===== src/rtl/io_uart_pkg.sv =====
// Shared constants, state encodings and helpers for the io_uart peripheral.
package io_uart_pkg;

  localparam logic [1:0]  UartDataAddr = 2'd0;
  localparam logic [1:0]  UartStatAddr = 2'd1;
  localparam logic [1:0]  UartDivAddr  = 2'd2;
  localparam logic [1:0]  UartCtrlAddr = 2'd3;

  localparam logic [31:0] ZeroWord     = 32'h0000_0000;
  localparam logic        ChipEnable   = 1'b1;
  localparam logic        WriteEnable  = 1'b1;

  typedef enum logic [1:0] {TX_IDLE = 2'd0, TX_START = 2'd1, TX_DATA = 2'd2, TX_STOP = 2'd3} tx_state_t;
  typedef enum logic [1:0] {RX_IDLE = 2'd0, RX_START = 2'd1, RX_DATA = 2'd2, RX_STOP = 2'd3} rx_state_t;

  // A programmed divisor of zero behaves as one clock per bit.
  function automatic logic [15:0] eff_div(input logic [15:0] d);
    return (d == 16'd0) ? 16'd1 : d;
  endfunction

endpackage


===== src/rtl/io_uart_if.sv =====
// IO-side bus between the memory/IO controller (master) and the UART (slave).
interface io_uart_if;
  // Single-cycle strobe bus, no handshake: a write commits on the rising clock
  // edge when io_ce_i & iowenb_i; a read is io_ce_i & !iowenb_i and rdata_o is
  // valid combinationally in the same cycle (zero when not reading).
  logic        io_ce_i;
  logic        iowenb_i;
  logic [31:0] ioaddr_i;
  logic [31:0] wiodata_i;
  logic [31:0] rdata_o;

  modport master (output io_ce_i, output iowenb_i, output ioaddr_i, output wiodata_i, input rdata_o);
  modport slave  (input io_ce_i, input iowenb_i, input ioaddr_i, input wiodata_i, output rdata_o);
endinterface


===== src/rtl/io_uart_fifo.sv =====
// Synchronous FIFO; a push while full is dropped, a pop while empty is ignored.
module io_uart_fifo #(
  parameter int DEPTH = 8,
  parameter int W     = 8,
  localparam int AW   = $clog2(DEPTH)
) (
  input  logic          clk,
  input  logic          rst_n,
  input  logic          i_push,
  input  logic          i_pop,
  input  logic [W-1:0]  i_din,
  output logic [W-1:0]  o_dout,
  output logic          o_full,
  output logic          o_empty,
  output logic [AW:0]   o_count
);

  logic [W-1:0]  r_mem [DEPTH];
  logic [AW-1:0] r_wr_ptr, r_rd_ptr;
  logic [AW:0]   r_count;
  logic          w_do_push, w_do_pop;

  assign o_full    = (r_count == (AW+1)'(DEPTH));
  assign o_empty   = (r_count == '0);
  assign o_count   = r_count;
  assign o_dout    = r_mem[r_rd_ptr];
  assign w_do_push = i_push & ~o_full;
  assign w_do_pop  = i_pop & ~o_empty;

  always_ff @(posedge clk) begin
    if (w_do_push) r_mem[r_wr_ptr] <= i_din;
  end

  always_ff @(posedge clk or negedge rst_n) begin
    if (!rst_n) begin
      r_wr_ptr <= '0;
      r_rd_ptr <= '0;
      r_count  <= '0;
    end else begin
      if (w_do_push) r_wr_ptr <= r_wr_ptr + 1'b1;
      if (w_do_pop)  r_rd_ptr <= r_rd_ptr + 1'b1;
      case ({w_do_push, w_do_pop})
        2'b10:   r_count <= r_count + 1'b1;
        2'b01:   r_count <= r_count - 1'b1;
        default: r_count <= r_count;
      endcase
    end
  end

endmodule


===== src/rtl/io_uart.sv =====
// Memory-mapped 8N1 UART: TX FIFO + serialiser, synchronised RX deserialiser,
// DATA/STATUS/DIVISOR/CTRL registers and a level interrupt.
module io_uart
  import io_uart_pkg::*;
#(
  parameter int          TX_DEPTH    = 8,
  parameter logic [15:0] DIV_DEFAULT = 16'd434
) (
  input  logic       clk,
  input  logic       rst,
  io_uart_if.slave   bus,
  output logic       txd_o,
  input  logic       rxd_i,
  output logic       irq_o,
  output logic [1:0] dbg_tx_state_o,
  output logic [1:0] dbg_rx_state_o
);

  logic [1:0]  w_addr;
  logic        w_rd, w_wr, w_push, w_rd_data, w_stat_wr;
  logic [15:0] r_div;
  logic        r_rx_ie, r_tx_ie;

  assign w_addr    = bus.ioaddr_i[3:2];
  assign w_rd      = (bus.io_ce_i == ChipEnable) && (bus.iowenb_i != WriteEnable);
  assign w_wr      = (bus.io_ce_i == ChipEnable) && (bus.iowenb_i == WriteEnable);
  assign w_push    = w_wr && (w_addr == UartDataAddr);
  assign w_rd_data = w_rd && (w_addr == UartDataAddr);
  assign w_stat_wr = w_wr && (w_addr == UartStatAddr);

  // ---------------- TX path ----------------
  logic [7:0]              w_fifo_dout;
  logic                    w_tx_full, w_tx_empty, w_tx_pop, w_tx_busy, w_tx_bit_end;
  logic [$clog2(TX_DEPTH):0] w_fifo_count;
  tx_state_t               r_tx_state, w_tx_next;
  logic [15:0]             r_tx_cnt, r_tx_div;
  logic [2:0]              r_tx_bit;
  logic [7:0]              r_tx_shift;

  io_uart_fifo #(.DEPTH(TX_DEPTH), .W(8)) u_fifo (
    .clk(clk), .rst_n(rst), .i_push(w_push), .i_pop(w_tx_pop),
    .i_din(bus.wiodata_i[7:0]), .o_dout(w_fifo_dout),
    .o_full(w_tx_full), .o_empty(w_tx_empty), .o_count(w_fifo_count)
  );

  assign w_tx_busy    = (r_tx_state != TX_IDLE);
  assign w_tx_bit_end = (r_tx_cnt == r_tx_div - 16'd1);

  always_comb begin
    w_tx_next = r_tx_state;
    w_tx_pop  = 1'b0;
    case (r_tx_state)
      TX_IDLE:  if (!w_tx_empty) begin w_tx_pop = 1'b1; w_tx_next = TX_START; end
      TX_START: if (w_tx_bit_end) w_tx_next = TX_DATA;
      TX_DATA:  if (w_tx_bit_end && r_tx_bit == 3'd7) w_tx_next = TX_STOP;
      TX_STOP:  if (w_tx_bit_end) begin
                  // Chain straight into the next start bit so frames run back to back.
                  if (!w_tx_empty) begin w_tx_pop = 1'b1; w_tx_next = TX_START; end
                  else w_tx_next = TX_IDLE;
                end
    endcase
  end

  always_ff @(posedge clk or negedge rst) begin
    if (!rst) begin
      r_tx_state <= TX_IDLE;
      r_tx_cnt   <= '0;
      r_tx_div   <= eff_div(DIV_DEFAULT);
      r_tx_bit   <= '0;
      r_tx_shift <= '0;
    end else begin
      r_tx_state <= w_tx_next;
      if (r_tx_state == TX_IDLE || w_tx_bit_end) r_tx_cnt <= '0;
      else r_tx_cnt <= r_tx_cnt + 16'd1;
      // Divisor changes take effect only at a bit boundary.
      if (w_tx_pop || (r_tx_state != TX_IDLE && w_tx_bit_end)) r_tx_div <= eff_div(r_div);
      if (w_tx_pop) begin
        r_tx_shift <= w_fifo_dout;
        r_tx_bit   <= '0;
      end else if (r_tx_state == TX_DATA && w_tx_bit_end) begin
        r_tx_shift <= {1'b0, r_tx_shift[7:1]};
        r_tx_bit   <= r_tx_bit + 3'd1;
      end
    end
  end

  always_comb begin
    txd_o = 1'b1;
    case (r_tx_state)
      TX_START: txd_o = 1'b0;
      TX_DATA:  txd_o = r_tx_shift[0];
      default:  txd_o = 1'b1;
    endcase
  end

  // ---------------- RX path ----------------
  logic        r_rx_s1, r_rx_s2, r_rx_s3;
  rx_state_t   r_rx_state, w_rx_next;
  logic [15:0] r_rx_cnt, r_rx_div, w_rx_half;
  logic [2:0]  r_rx_bit;
  logic [7:0]  r_rx_shift, r_rx_buf;
  logic        r_rx_valid, r_rx_overrun;
  logic        w_rx_fall, w_rx_full_end, w_rx_sample, w_rx_done;

  assign w_rx_fall     = r_rx_s3 & ~r_rx_s2;
  assign w_rx_half     = eff_div({1'b0, r_rx_div[15:1]});
  assign w_rx_full_end = (r_rx_cnt == r_rx_div - 16'd1);

  always_comb begin
    w_rx_next   = r_rx_state;
    w_rx_sample = 1'b0;
    w_rx_done   = 1'b0;
    case (r_rx_state)
      RX_IDLE:  if (w_rx_fall) w_rx_next = RX_START;
      RX_START: if (r_rx_cnt == w_rx_half - 16'd1) w_rx_next = r_rx_s2 ? RX_IDLE : RX_DATA;
      RX_DATA:  if (w_rx_full_end) begin
                  w_rx_sample = 1'b1;
                  if (r_rx_bit == 3'd7) w_rx_next = RX_STOP;
                end
      RX_STOP:  if (w_rx_full_end) begin
                  w_rx_done = r_rx_s2;
                  w_rx_next = RX_IDLE;
                end
    endcase
  end

  always_ff @(posedge clk or negedge rst) begin
    if (!rst) begin
      r_rx_s1      <= 1'b1;
      r_rx_s2      <= 1'b1;
      r_rx_s3      <= 1'b1;
      r_rx_state   <= RX_IDLE;
      r_rx_cnt     <= '0;
      r_rx_div     <= eff_div(DIV_DEFAULT);
      r_rx_bit     <= '0;
      r_rx_shift   <= '0;
      r_rx_buf     <= '0;
      r_rx_valid   <= 1'b0;
      r_rx_overrun <= 1'b0;
    end else begin
      r_rx_s1    <= rxd_i;
      r_rx_s2    <= r_rx_s1;
      r_rx_s3    <= r_rx_s2;
      r_rx_state <= w_rx_next;
      if (r_rx_state == RX_IDLE || w_rx_next != r_rx_state || w_rx_full_end) r_rx_cnt <= '0;
      else r_rx_cnt <= r_rx_cnt + 16'd1;
      if (r_rx_state == RX_IDLE) begin
        r_rx_div <= eff_div(r_div);
        r_rx_bit <= '0;
      end else if (w_rx_sample) begin
        r_rx_shift <= {r_rx_s2, r_rx_shift[7:1]};
        r_rx_bit   <= r_rx_bit + 3'd1;
      end
      // A DATA read on the same edge as a new byte frees the slot: no overrun.
      if (w_rx_done && !(r_rx_valid && !w_rd_data)) begin
        r_rx_buf   <= r_rx_shift;
        r_rx_valid <= 1'b1;
      end else if (w_rd_data) begin
        r_rx_valid <= 1'b0;
      end
      if (w_rx_done && r_rx_valid && !w_rd_data) r_rx_overrun <= 1'b1;
      else if (w_stat_wr) r_rx_overrun <= 1'b0;
    end
  end

  // ---------------- Registers and read mux ----------------
  always_ff @(posedge clk or negedge rst) begin
    if (!rst) begin
      r_div   <= DIV_DEFAULT;
      r_rx_ie <= 1'b0;
      r_tx_ie <= 1'b0;
    end else if (w_wr) begin
      if (w_addr == UartDivAddr) r_div <= bus.wiodata_i[15:0];
      if (w_addr == UartCtrlAddr) begin
        r_rx_ie <= bus.wiodata_i[0];
        r_tx_ie <= bus.wiodata_i[1];
      end
    end
  end

  always_comb begin
    bus.rdata_o = ZeroWord;
    if (w_rd) begin
      case (w_addr)
        UartDataAddr: bus.rdata_o = {24'h0, r_rx_buf};
        UartStatAddr: bus.rdata_o = {27'h0, r_rx_overrun, w_tx_busy, w_tx_empty, w_tx_full, r_rx_valid};
        UartDivAddr:  bus.rdata_o = {16'h0, r_div};
        UartCtrlAddr: bus.rdata_o = {30'h0, r_tx_ie, r_rx_ie};
      endcase
    end
  end

  assign irq_o          = (r_rx_ie & r_rx_valid) | (r_tx_ie & w_tx_empty & ~w_tx_busy);
  assign dbg_tx_state_o = r_tx_state;
  assign dbg_rx_state_o = r_rx_state;

  logic w_unused;
  assign w_unused = ^{bus.ioaddr_i[31:4], bus.ioaddr_i[1:0], bus.wiodata_i[31:16], w_fifo_count};

endmodule

===== src/flat_wrapper.sv =====
// flat-port wrapper written by rule: the top's interface ports become plain ports
module io_uart_flat import io_uart_pkg::*;
#(
  parameter int          TX_DEPTH    = 8,
  parameter logic [15:0] DIV_DEFAULT = 16'd434
)
  (clk, rst, txd_o, rxd_i, irq_o, dbg_tx_state_o, dbg_rx_state_o, bus_io_ce_i, bus_iowenb_i, bus_ioaddr_i, bus_wiodata_i, bus_rdata_o);
  io_uart_if bus_i ();
  input  logic clk;
  input  logic rst;
  output logic txd_o;
  input  logic rxd_i;
  output logic irq_o;
  output logic [1:0] dbg_tx_state_o;
  output logic [1:0] dbg_rx_state_o;
  input wire logic [$bits(bus_i.io_ce_i)-1:0] bus_io_ce_i;
  input wire logic [$bits(bus_i.iowenb_i)-1:0] bus_iowenb_i;
  input wire logic [$bits(bus_i.ioaddr_i)-1:0] bus_ioaddr_i;
  input wire logic [$bits(bus_i.wiodata_i)-1:0] bus_wiodata_i;
  output wire logic [$bits(bus_i.rdata_o)-1:0] bus_rdata_o;
  assign bus_i.io_ce_i = bus_io_ce_i;
  assign bus_i.iowenb_i = bus_iowenb_i;
  assign bus_i.ioaddr_i = bus_ioaddr_i;
  assign bus_i.wiodata_i = bus_wiodata_i;
  assign bus_rdata_o = bus_i.rdata_o;
  io_uart #(.TX_DEPTH(TX_DEPTH), .DIV_DEFAULT(DIV_DEFAULT)) u_core (.clk(clk), .rst(rst), .bus(bus_i), .txd_o(txd_o), .rxd_i(rxd_i), .irq_o(irq_o), .dbg_tx_state_o(dbg_tx_state_o), .dbg_rx_state_o(dbg_rx_state_o));
endmodule

===== config.mk =====
export PLATFORM = sky130hd
export DESIGN_NAME = io_uart_flat
export DESIGN_NICKNAME = d
export VERILOG_FILES = /design/src/rtl/io_uart_pkg.sv /design/src/rtl/io_uart_if.sv /design/src/rtl/io_uart_fifo.sv /design/src/rtl/io_uart.sv /design/src/flat_wrapper.sv
export SDC_FILE = /design/constraint.sdc
export NUM_CORES = 1
export LEC_CHECK = 0
export CAP_MARGIN = 15
export CORE_AREA = 2 2 146 148
export DETAILED_ROUTE_END_ITERATION = 8
export DIE_AREA = 0 0 148 150
export PLACE_DENSITY = 0.72
export SLEW_MARGIN = 20
export SYNTH_ARGS = -nofsm -noshare
export SYNTH_HDL_FRONTEND = slang
export SYNTH_HIERARCHICAL = 1
export SYNTH_SLANG_ARGS = --single-unit

===== constraint.sdc =====
create_clock -name clk -period 5.25 [get_ports clk]
set_input_delay 1.3125 -clock clk [delete_from_list [all_inputs] [get_ports clk]]
set_output_delay 1.3125 -clock clk [all_outputs]
set_load 0.01 [all_outputs]

==> flow_summary.ini <==
[flow_run]
cap_viol_max_count = 0

[logic_synthesis]
yosysMostFrequentCell = dfrtp_1
synth-xor-area-share = 0.0724
synth_top_family_by_area = multiplexers
yosysWarnings = 6
synth_cell_types = 78
synth_seq_cells = 195
synth_largest_area_cell = dfrtp_1
netlist_instances = 865
avgSynthCellArea_sq_um = 12.0
synth_top_area_frac = 0.272
ys_top_cells_by_area = dfrtp_1 27%, edfxtp_1 18%, mux2_2 10%
async_flop_share = 0.672
synth_compound_area_frac = 0.0521
synth_area_sq_mm = 0.0104
synth_common_cells = 113 x dfrtp_1, 93 x mux2_2, 75 x nor2_1
synth_flop_cell = dfrtp_1
synth_fa_ha_area_frac = 0.0236
seq_area_frac_synth = 0.502
synth-edff-count = 64
synthMuxAreaShare = 0.162
synthSimpleGateAreaFrac = 0.147

[hold_path]
hold_class = reg -> reg
hold_end = u_core/r_rx_s2
worstHoldPathCells = 0
hp-start = u_core/r_rx_s1

[drt]
drt-total-wl_mm = 21.1
dr.pass1.iters = 5
num_vias = 6638
wl_per_cell_microns = 17.9
drc_errors = 0
drt_iter0_drc = 352
antenna_left = 0
via_per_inst = 5.61

[timing]
max_clock_freq_mhz = 206
period_needed_ns = 4.86
final.setup.worst_slack_ns = 0.393
fin_crit_sh = 0.925
finalHoldViolations = 0
finalSetupViolations = 0
relSlewSlack = 0.372
slew_violations = 0
finClkSkew_ns = 0.0136
tns_ns = 0
max_slew.worst_pin.slew_ns = 0.942
rsz0062_at_grt = no

[worst_setup_path]
r2r_end = u_core/u_fifo/o_count[3]
cp_num_buf_inv = 2
crit_type = in -> out
worstPathRequired_ns = 3.94
crit_path_top_delay_cell = clkdlybuf4s50_1
r2r_cells = 16
critPathMaxFanout = 8
start_kind = input pin
r2r_start = u_core/r_tx_div[0]
critPathMaxStageDelay_ns = 0.54
cp.arrival_ns = 3.54
endpoint_kind = output port
critPathTopFamily = simple AND/OR/NAND/NOR gates
r2r_slack_ns = 0.54
path_cells = clkdlybuf4s50_1, nand2b_1, nand2b_1, nor2_1, and2_1, clkdlybuf4s50_1

[cts]
cts_setup_buffers = 0
cts.htree.levels = 4
clk_latency_ns = 0.45
cts_root_buf = clkbuf_16
clockBufferDepth = 2
clkSlewWorstSetupHoldPaths_ns = 0.07
hold_buffers = 0
cts_inserted_buffers = 17
cts.repair.resized = 0
cts_sinks = 195
cts_tree = yes

[layout]
multi_input_area_sq_mm = 0.00482
syn2layout_area_growth_pct = 11.6
finish.instance_area_sq_mm = 0.0116
drive_above_1_share = 0.204
n_antenna_cell = 0
fillers = 1710
final_util = 0.561
regArea_sq_mm = 0.00522
fin_nets = 983

[floorplan]
start_util = 0.503
coreArea_sq_mm = 0.0207
die_w_microns = 148
rows = 53
die_area_sq_mm = 0.0222
die_h_microns = 150
ios = 107

[global_routing]
grt_pass1_vias = 6623
track_usage = 0.204
antenna_found_initial = 0
grt-ovfl-total = 0
grt_start_max_net_pins = 64
grt_pass1_wl_mm = 35.2

[placement]
hpwl_mm = 14.8
place_congestion = 0.835
numPortBuffers = 44
place_area_sq_mm = 0.0110
place_ws_ns = 0.441

[power]
p_leak_uw = 0.00461
ir_drop_mv = 0.247
power.density_mw_per_mm2 = 493

[outcome]
status = complete, no violations
## logic make-up after synthesis
family,Yosys count
other,1
muxes,128
buffers and inverters,82
DFF,195
and+or+nand+nor,285
xor gates and xnor gates,86
adders and majority gates,19
AOI/OAI and AO/OA,69
## how the worst max path moves through the flow
| stage | from | end | slack (ns) | cells after the start |
|---|---|---|---|---|
| finish | bus_iowenb_i | bus_rdata_o[12] | 0.39 | 6 |
| global placement | bus_iowenb_i | bus_rdata_o[10] | 0.44 | 6 |
| global route | bus_iowenb_i | bus_rdata_o[9] | 0.23 | 6 |
| floorplan | u_core/r_tx_div[0] | u_core/u_fifo/o_count[3] | 0.95 | 17 |
| CTS | bus_iowenb_i | bus_rdata_o[12] | 0.42 | 6 |
| detailed placement | bus_iowenb_i | bus_rdata_o[14] | 0.44 | 6 |
## cells in the final DEF, fill, tap and decap left out, drive strengths merged, types with 9 or more instances in the layout
master,Yosys,final
and3,9,9
mux2i,17,17
inv,23,30
nand4,9,9
dfstp,18,18
edfxtp,64,64
nor2b,16,16
nor2,85,85
o21ai,14,14
xor2,39,39
dfrtp,113,113
clkbuf,29,17
ha,18,18
xnor2,47,47
nand2,35,35
a21oi,10,10
nor3,20,20
nor4,12,12
conb,1,16
clkdlybuf4s50,0,43
mux2,93,93
nand3,40,40
mux4,18,18
and2,11,11
buf,30,12
## worst reg2reg max path: cells and delay by family (launching register included)
| family | cells | cell delay, ns |
|---|---|---|
| buffers and inverters | 2 | 0.23 |
| and+or+nand+nor | 5 | 2.14 |
| adders and majority gates | 3 | 0.67 |
| AOI/OAI and AO/OA | 6 | 1.13 |
| DFF | 1 | 0.42 |
## area by class of cell
cell class | count | area share
multi-input combinational | 603 | 0.415
inverter | 23 | 0.00743
tap | 275 | 0.0296
clock inverter | 15 | 0.0168
timing repair buffer | 55 | 0.0451
clock buffer | 17 | 0.0366
sequential | 195 | 0.450
## sequential cells by signal (all words and copies together), names as in the netlist, 2 cells and up
name                    flops
u_core/u_fifo/r_mem        64
u_core/r_rx_cnt            16
u_core/r_div               16
u_core/r_tx_cnt            16
u_core/u_fifo/r_wr_ptr      3
u_core/r_rx_div            16
u_core/dbg_tx_state_o       2
u_core/r_tx_shift           8
u_core/r_rx_bit             3
u_core/dbg_rx_state_o       2
u_core/r_rx_shift           8
u_core/r_tx_bit             3
u_core/u_fifo/r_rd_ptr      3
u_core/r_rx_buf             8
u_core/u_fifo/o_count       4
u_core/r_tx_div            16
## through the flow
step                hold WS (ns)  std cells  total power [uW]
detailed placement         0.350       1151              4420
CTS                        0.362       1183              5760
global placement           0.347       1151              4350
finish                     0.360       1183              5730
floorplan                  0.345        880              3950
global route               0.364       1183              6110
## where the power goes
group          switching, uW  total (uW)  internal (uW)
clock                    680        1340            656
combinational            932        1980           1050
sequential               523        2420           1890
total                   2130        5730           3600
## layer usage
metal,part of all wire,GRT usage,vias up
met5,0,0,-
met1,0.45,0.271,3317
met4,0.014,0.0657,0
met3,0.034,0.0345,24
li1,-,-,3154
met2,0.50,0.343,143
Note: power is estimated with default switching activity, not from simulation.
